--- config.mk ---
export PLATFORM = sky130hd
export DESIGN_NAME = pw_seq_lock
export DESIGN_NICKNAME = d
export VERILOG_FILES = /design/src/rtl/pw_seq_lock.sv
export SDC_FILE = /design/constraint.sdc
export NUM_CORES = 1
export LEC_CHECK = 0
export CORE_UTILIZATION = 50
export CTS_BUF_LIST = sky130_fd_sc_hd__clkbuf_16
export DETAILED_ROUTE_END_ITERATION = 6
export DONT_BUFFER_PORTS = 1
export GPL_TIMING_DRIVEN = 0
export MAX_ROUTING_LAYER = met4
export PLACE_DENSITY = 0.64
export SYNTH_ARGS = -nofsm -noshare
export SYNTH_HDL_FRONTEND = slang
export SYNTH_SLANG_ARGS = --single-unit
--- constraint.sdc ---
create_clock -name clk -period 4.25 [get_ports clk]
set_input_delay 0.425 -clock clk [delete_from_list [all_inputs] [get_ports clk]]
set_output_delay 0.425 -clock clk [all_outputs]
set_load 0.02 [all_outputs]
--- src/rtl/pw_seq_lock.sv ---
// pw_seq_lock: sequential password lock with retry lockout.
// Optional build macro: PW_FAULT_DETECT_EN (dual comparator + alarm).
//
// Ports:
//   clk        - single clock, rising edge
//   reset_n    - asynchronous active-low reset
//   char_in    - character sampled on each enter press
//   enter      - debounced, clk-synchronous button level
//   open       - lock open (registered)
//   wrong      - last attempt wrong (registered)
//   locked_out - lockout window active (registered)
//   alarm      - sticky fault flag (0 unless PW_FAULT_DETECT_EN)
module pw_seq_lock #(
   parameter int PW_LEN = 4,
   parameter int CHAR_W = 8,
   parameter logic [PW_LEN*CHAR_W-1:0] PASSWORD = 32'h31323334,
   parameter int MAX_TRIES = 3,
   parameter int LOCKOUT_CYCLES = 1024
) (
   input  logic              clk,
   input  logic              reset_n,
   input  logic [CHAR_W-1:0] char_in,
   input  logic              enter,
   output logic              open,
   output logic              wrong,
   output logic              locked_out,
   output logic              alarm
);

   localparam int PW_W  = PW_LEN * CHAR_W;
   localparam int IDX_W = $clog2(PW_LEN + 1);
   localparam int TMR_W = $clog2(LOCKOUT_CYCLES + 1);

   localparam logic [IDX_W-1:0] LAST_IDX = IDX_W'(PW_LEN - 1);
   localparam logic [TMR_W-1:0] TMR_END  = TMR_W'(LOCKOUT_CYCLES - 1);
   localparam logic [7:0]       FAIL_MAX = 8'(MAX_TRIES);

   typedef enum logic [2:0] {
      S_IDLE    = 3'd0,
      S_ENTRY   = 3'd1,
      S_CHECK   = 3'd2,
      S_OPEN    = 3'd3,
      S_WRONG   = 3'd4,
      S_LOCKOUT = 3'd5
   } state_t;

   state_t            state_q, state_d;
   logic              enter_q, enter_d;
   logic [IDX_W-1:0]  idx_q, idx_d;
   logic [7:0]        fail_q, fail_d;
   logic [TMR_W-1:0]  tmr_q, tmr_d;
   logic [CHAR_W-1:0] chars_q [PW_LEN];
   logic [CHAR_W-1:0] chars_d [PW_LEN];
   logic              open_q, open_d;
   logic              wrong_q, wrong_d;
   logic              lock_q, lock_d;

   logic              press;
   logic [PW_W-1:0]   pw_vec;
   logic              match_t;
   logic [7:0]        fail_inc;
   logic              chk_fault;

   assign press    = enter & ~enter_q;
   assign fail_inc = fail_q + 8'd1;

   // Slot 0 is the first character and lines up with the MS bits.
   always_comb begin
      pw_vec = '0;
      for (int i = 0; i < PW_LEN; i++) begin
         pw_vec[(PW_LEN-1-i)*CHAR_W +: CHAR_W] = chars_q[i];
      end
   end

   assign match_t = (pw_vec == PASSWORD);

`ifdef PW_FAULT_DETECT_EN
   logic alarm_q, alarm_d;
   logic cmp_inv;
   logic bad_state;

   // Independent inverted-polarity compare: 1 means mismatch.
   assign cmp_inv   = ~(&(pw_vec ~^ PASSWORD));
   // Healthy comparators always disagree in polarity.
   assign chk_fault = (match_t == cmp_inv) | alarm_q;
   assign bad_state = !(state_q inside {S_IDLE, S_ENTRY, S_CHECK,
                                        S_OPEN, S_WRONG, S_LOCKOUT});

   always_comb begin
      alarm_d = alarm_q | bad_state |
                ((state_q == S_CHECK) & chk_fault);
   end

   always_ff @(posedge clk or negedge reset_n) begin
      if (!reset_n) begin
         alarm_q <= 1'b0;
      end else begin
         alarm_q <= alarm_d;
      end
   end

   assign alarm = alarm_q;
`else
   assign chk_fault = 1'b0;
   assign alarm     = 1'b0;
`endif

   always_comb begin
      state_d = state_q;
      enter_d = enter;
      idx_d   = idx_q;
      fail_d  = fail_q;
      tmr_d   = tmr_q;
      chars_d = chars_q;

      unique case (state_q)
         S_IDLE, S_OPEN, S_WRONG: begin
            if (press) begin
               chars_d[0] = char_in;
               idx_d      = IDX_W'(1);
               state_d    = (PW_LEN == 1) ? S_CHECK : S_ENTRY;
            end
         end

         S_ENTRY: begin
            if (press) begin
               for (int i = 0; i < PW_LEN; i++) begin
                  if (idx_q == IDX_W'(i)) begin
                     chars_d[i] = char_in;
                  end
               end
               idx_d = idx_q + IDX_W'(1);
               if (idx_q == LAST_IDX) begin
                  state_d = S_CHECK;
               end
            end
         end

         S_CHECK: begin
            idx_d = '0;
            if (chk_fault) begin
               state_d = S_LOCKOUT;
               tmr_d   = '0;
            end else if (match_t) begin
               state_d = S_OPEN;
               fail_d  = '0;
            end else if (fail_inc >= FAIL_MAX) begin
               state_d = S_LOCKOUT;
               fail_d  = fail_inc;
               tmr_d   = '0;
            end else begin
               state_d = S_WRONG;
               fail_d  = fail_inc;
            end
         end

         S_LOCKOUT: begin
            idx_d = '0;
            if (tmr_q == TMR_END) begin
               state_d = S_IDLE;
               fail_d  = '0;
               tmr_d   = '0;
            end else begin
               tmr_d = tmr_q + TMR_W'(1);
            end
         end

         default: begin
            idx_d = '0;
            tmr_d = '0;
`ifdef PW_FAULT_DETECT_EN
            state_d = S_LOCKOUT;
`else
            state_d = S_IDLE;
`endif
         end
      endcase
   end

   // Outputs follow the registered state one edge later, so the
   // flags are glitch-free flops and mutually exclusive.
   always_comb begin
      open_d  = (state_q == S_OPEN);
      wrong_d = (state_q == S_WRONG);
      lock_d  = (state_q == S_LOCKOUT);
   end

   always_ff @(posedge clk or negedge reset_n) begin
      if (!reset_n) begin
         state_q <= S_IDLE;
         enter_q <= 1'b0;
         idx_q   <= '0;
         fail_q  <= '0;
         tmr_q   <= '0;
         open_q  <= 1'b0;
         wrong_q <= 1'b0;
         lock_q  <= 1'b0;
         for (int i = 0; i < PW_LEN; i++) begin
            chars_q[i] <= '0;
         end
      end else begin
         state_q <= state_d;
         enter_q <= enter_d;
         idx_q   <= idx_d;
         fail_q  <= fail_d;
         tmr_q   <= tmr_d;
         open_q  <= open_d;
         wrong_q <= wrong_d;
         lock_q  <= lock_d;
         for (int i = 0; i < PW_LEN; i++) begin
            chars_q[i] <= chars_d[i];
         end
      end
   end

   assign open       = open_q;
   assign wrong      = wrong_q;
   assign locked_out = lock_q;

endmodule
======== Word-level counts from Yosys, hierarchy flattened ========
Cells that the tools add are included.
word-level totals
  register bits after elaboration ......... 61
  bits of input ports ..................... 11
  output and inout port bits .............. 4
  logic and storage cells ................. 73
operators by class
  $add $sub $neg .......................... 3
  order comparisons ....................... 1
  equality and inequality tests ........... 17
  multiplexer cells ....................... 23
  bitwise logic cells ..................... 3
  reduce and logical (&&, ||, !) cells .... 14
operator list
  cell                                                               count
  2-to-1 mux 8 bit                                                   7
  2-to-1 mux 11 bit                                                  3
  one-hot mux 11 bit (3 select lines)                                1
  equality test 32 x 30 -> 1 bit, second input constant              1
  2-to-1 mux 32 bit                                                  1
  one-hot mux 8 bit (2 select lines)                                 2
  2-to-1 mux 3 bit                                                   6
  equality test 3 x 2 -> 1 bit, second input constant                4
  != test 2 bit, second input constant                               6
  one-hot mux 3 bit (4 select lines)                                 1
  AND reduction 3 bit                                                4
  adder 11 x 1 -> 11 bit, second input constant                      1
  equality test 11 x 10 -> 1 bit, second input constant              1
  adder 8 x 1 -> 8 bit, second input constant                        1
  greater-or-equal comparator 8 x 2 -> 1 bit, second input constant  1
  AND reduction 4 bit                                                2
  equality test 3 x 1 -> 1 bit, second input constant                2
  equality test 3 bit, second input constant                         2
  logical NOT 3 bit                                                  2
  one-hot mux 3 bit (2 select lines)                                 1
  AND reduction 2 bit                                                2
  nonzero test 2 bit                                                 2
  OR reduction 4 bit                                                 1
  adder 3 x 1 -> 3 bit, second input constant                        1
  other kinds (5)                                                    6

======== Logic depth before layout (Yosys ltp) ========
  word-level depth ........................ 5
  mapped depth ............................ 8
  gate-level depth less buffers ........... 7

======== Worst setup path before layout ========
OpenSTA, ideal clock, no wires.
  kind .................................... reg-to-reg
  from .................................... register fail_q[0]
  to ...................................... register tmr_q[2]
  library setup time ...................... 82 ps
  arrival time ............................ 1918 ps
  required time ........................... 4168 ps
  path slack .............................. 2250 ps
  cell stages (with the launch flop) ...... 9
  path buffers ............................ 1
  period minus slack after synthesis ...... 2000 ps
  cells stage by stage .................... dfrtp_1 > ha_1 > a311oi_1 > a31oi_1 > a2111oi_2 > nor3_1 > o22a_1 > buf_6 > a31oi_1
between the ends
  word-level cells in the longest chain between the ends .. 4
RTL lines
  item                                        line  source
  from (decl)                                 50    logic [7:0] fail_q, fail_d;
  from (signal assigned)                      205   fail_q <= fail_d;
  adder 8 x 1 -> 8 bit                        65    assign fail_inc = fail_q + 8'd1;
  greater-or-equal comparator 8 x 2 -> 1 bit  147   end else if (fail_inc >= FAIL_MAX) begin
  != test 2 bit (no line)                     -
  AND reduction 3 bit (no line)               -
  to (signal assigned)                        206   tmr_q <= tmr_d;
  to (decl)                                   51    logic [TMR_W-1:0] tmr_q, tmr_d;
Every way passes these cells.
A chain may end at the register's enable or synchronous reset.

======== Worst setup path in the final report ========
  from .................................... register fail_q[0]
  to ...................................... register tmr_q[7]
The elaborated chain is that of the path after synthesis.

==> flow_metrics.env <==
export IMPL_fillers=479
export IMPL_multi_input_area_mm2=0.00136
export IMPL_cts_sinks=61
export IMPL_place_ws_ns=2.05
export IMPL_vias=2082
export IMPL_globalRouteOverflowTotal=0
export IMPL_dpl_cell_count=353
export IMPL_core_mm2=0.00561
export IMPL_crit_buf_inv=1
export IMPL_cpPeakStageDelay_ns=0.45
export IMPL_status="finished, final reports clean"
export IMPL_dieArea_mm2=0.00624
export IMPL_final_cells=370
export IMPL_hpwl_um=3820
export IMPL_die_h_um=79.0
export IMPL_p_leak_nw=1.59
export IMPL_finalCritPeriodShare=0.520
export IMPL_io_buffers=0
export IMPL_ys_top_cells_by_count="dfrtp_1, nand2_1, o21ai_0"
export IMPL_cts_root_buf="clkbuf_16"
export IMPL_drt_iter0_drc=62
export IMPL_drive_gt1_frac=0.117
export IMPL_num_io_pins=15
export IMPL_vdd_drop_max_v=0.000423
export IMPL_crit_family="compound AO/OA/AOI/OAI gates"
export IMPL_post_route_min_period_ns=2.21
export IMPL_worstSetupPathType="reg2reg"
export IMPL_synth_area_leaders="dfrtp_1, mux2_1, nand2_1"
export IMPL_cts_buffers=9
export IMPL_start_kind="flip-flop"
export IMPL_setup_viol=0
export IMPL_n_antenna_cell=0
export IMPL_clk_pin_slew_ns=0.05
export IMPL_totalWireLength_um=5820
export IMPL_cts_resized=0
export IMPL_cts_tree="yes"
export IMPL_yosysMostFrequentCell="dfrtp_1"
export IMPL_area_growth_pct=15.4
export IMPL_synth_ff_type="dfrtp_1"
export IMPL_dr_pass1_iters=4
export IMPL_fin_ws_ns=2.04
export IMPL_fin_nets=313
export IMPL_fin_setup_tns_ns=0
export IMPL_track_usage=0.222
export IMPL_die_x_um=79.0
export IMPL_yosysTopAreaCellShare=0.515
export IMPL_hold_viol=0
export IMPL_cp_end_kind="flip-flop"
export IMPL_grt_max_degree=62
export IMPL_rows=27
export IMPL_path_common_cell="a31oi_1"
export IMPL_antenna_found_initial=0
export IMPL_async_reset_ff_frac=1.00
export IMPL_syn_avg_cell_area_um2=10.6
export IMPL_synthesis_area_mm2=0.00297
export IMPL_cts_htree_levels=3
export IMPL_rsz0062_at_grt="no"
export IMPL_cp_required_ns=4.49
export IMPL_ant_nets=0
export IMPL_min_path_type="in2reg"
export IMPL_gp_congestion=0.774
export IMPL_clock_skew_ns=0.00553
export IMPL_wl_per_cell_um=15.7
export IMPL_crit_fanout=10
export IMPL_slowest_stage="dfrtp_1"
export IMPL_synthDistinctLibCells=50
export IMPL_worst_slew_pin_slew_ns=0.528
export IMPL_yosysSeqAreaShare=0.515
export IMPL_grt_pass1_wl_um=10000
export IMPL_ys_ff_latch=61
export IMPL_slew_violations=0
export IMPL_crit_arrival_ns=2.45
export IMPL_register_area_mm2=0.00153
export IMPL_synth_warnings=0
export IMPL_clock_latency_ns=0.33
export IMPL_grt_pass1_vias=2106
export IMPL_power_density_mw_per_mm2=661
export IMPL_synth_top_area_cell="dfrtp_1"
export IMPL_avgViaCountPerCell=5.63
export IMPL_fmax_ghz=0.452
export IMPL_syn_inst=281
export IMPL_synth_nets=300
export IMPL_drv_cap=0
export IMPL_synth_edf_count=0
export IMPL_holdWs_ns=0.127
export IMPL_start_util=0.529
export IMPL_clockBufferDepth=2
export IMPL_maxSlewHeadroom=0.647
export IMPL_crit_chain="ha_1 > a311oi_1 > a31oi_1 > a2111oi_2 > nor3_1 > o22a_1 > buf_6 > a31oi_1"
export IMPL_drc_errors=0
## cell type report
cell class,instances,area share
Inverter,7,0.00768
Sequential cell,61,0.446
Multi-Input combinational cell,201,0.396
Clock buffer,9,0.0658
Clock inverter,6,0.0303
Tap cell,72,0.0263
Buffer,12,0.0168
Timing Repair Buffer,2,0.0110
## flip-flops by register name, indices dropped and copies added (netlist names)
signal      flops
chars_q        32
tmr_q          11
fail_q          8
idx_q           3
state_q         3
enter_q         1
locked_out      1
open            1
wrong           1
## final timing paths
path | from | end | slack [ns] | depth (start not counted)
worst min register to register | chars_q[24]$_DFFE_PN0P_ | chars_q[24]$_DFFE_PN0P_ | 0.48 | 2
min in group asynchronous | reset_n | chars_q[7]$_DFFE_PN0P_ | 0.63 | 2
worst max-delay path | fail_q[0]$_DFFE_PN0P_ | tmr_q[7]$_DFFE_PN0P_ | 2.04 | 8
worst min-delay path | enter | enter_q$_DFF_PN0_ | 0.13 | 0
max in group asynchronous | reset_n | chars_q[2]$_DFFE_PN0P_ | 3.37 | 2
worst max register to register | fail_q[0]$_DFFE_PN0P_ | tmr_q[7]$_DFFE_PN0P_ | 2.04 | 8
## stage by stage
stage	util	power, W	cell area (µm²)
after floorplan	-	0.00132	2970
after global placement	0.545	0.00143	3060
after detailed placement	0.545	0.00145	3060
after CTS	0.610	0.00228	3420
after global routing	0.610	0.00242	3420
final	0.610	0.00226	3420
## where the power goes
group / switching [W] / internal, W / total, W / leakage, nW
clock: 0.000245 / 0.000564 / 0.000809 / 0.166
sequential: 0.000137 / 0.000768 / 0.000905 / 0.810
combinational: 0.000297 / 0.000251 / 0.000548 / 0.611
## repair_timing
action | CTS | global route
buffers inserted | 0 | 0
hold endpoints to repair | 61 | 0
hold buffers | 2 | 0
## logic make-up (layout without fill, tap and decap cells)
family / after synthesis / count (layout) / share of synthesized area
compound gates: 68 / 68 / 0.143
xor+xnor: 3 / 3 / 0.00886
fa+ha+maj: 8 / 8 / 0.0337
buf+inv: 19 / 36 / 0.0283
flops: 61 / 61 / 0.515
mux: 24 / 24 / 0.0911
other cells: 1 / 1 / 0.00126
simple gates: 97 / 97 / 0.179
## routing by layer
layer  track usage  wire length, µm  part of all wire
met5             -                0                 0
met1         0.259             2700              0.46
met4         0.104              129             0.022
met2         0.359             2810              0.48
met3        0.0586              176             0.030
## placed cells by master (no fill, tap or decap), drive strengths merged, types with 3 or more instances in the layout
cell type / synthesis / layout
a21oi: 12 / 12
a31oi: 9 / 9
and2: 4 / 4
and3: 5 / 5
buf: 4 / 5
bufinv: 0 / 3
clkbuf: 8 / 17
dfrtp: 61 / 61
ha: 8 / 8
inv: 7 / 8
mux2: 24 / 24
nand2: 37 / 37
nand2b: 7 / 7
nand3: 8 / 8
nand4: 5 / 5
nor2: 10 / 10
nor2b: 4 / 4
nor3: 3 / 3
nor4b: 3 / 3
nor4bb: 5 / 5
o21a: 3 / 3
o21ai: 28 / 28
o31ai: 3 / 3
## worst register-to-register path, cell delays in order, from the launching register on
cell and delay, ns:
dfrtp_1 0.45, ha_1 0.30, a311oi_1 0.29, a31oi_1 0.09
a2111oi_2 0.39, nor3_1 0.08, o22a_1 0.22, buf_6 0.15
a31oi_1 0.17
Power figures use the tool's default switching activity.
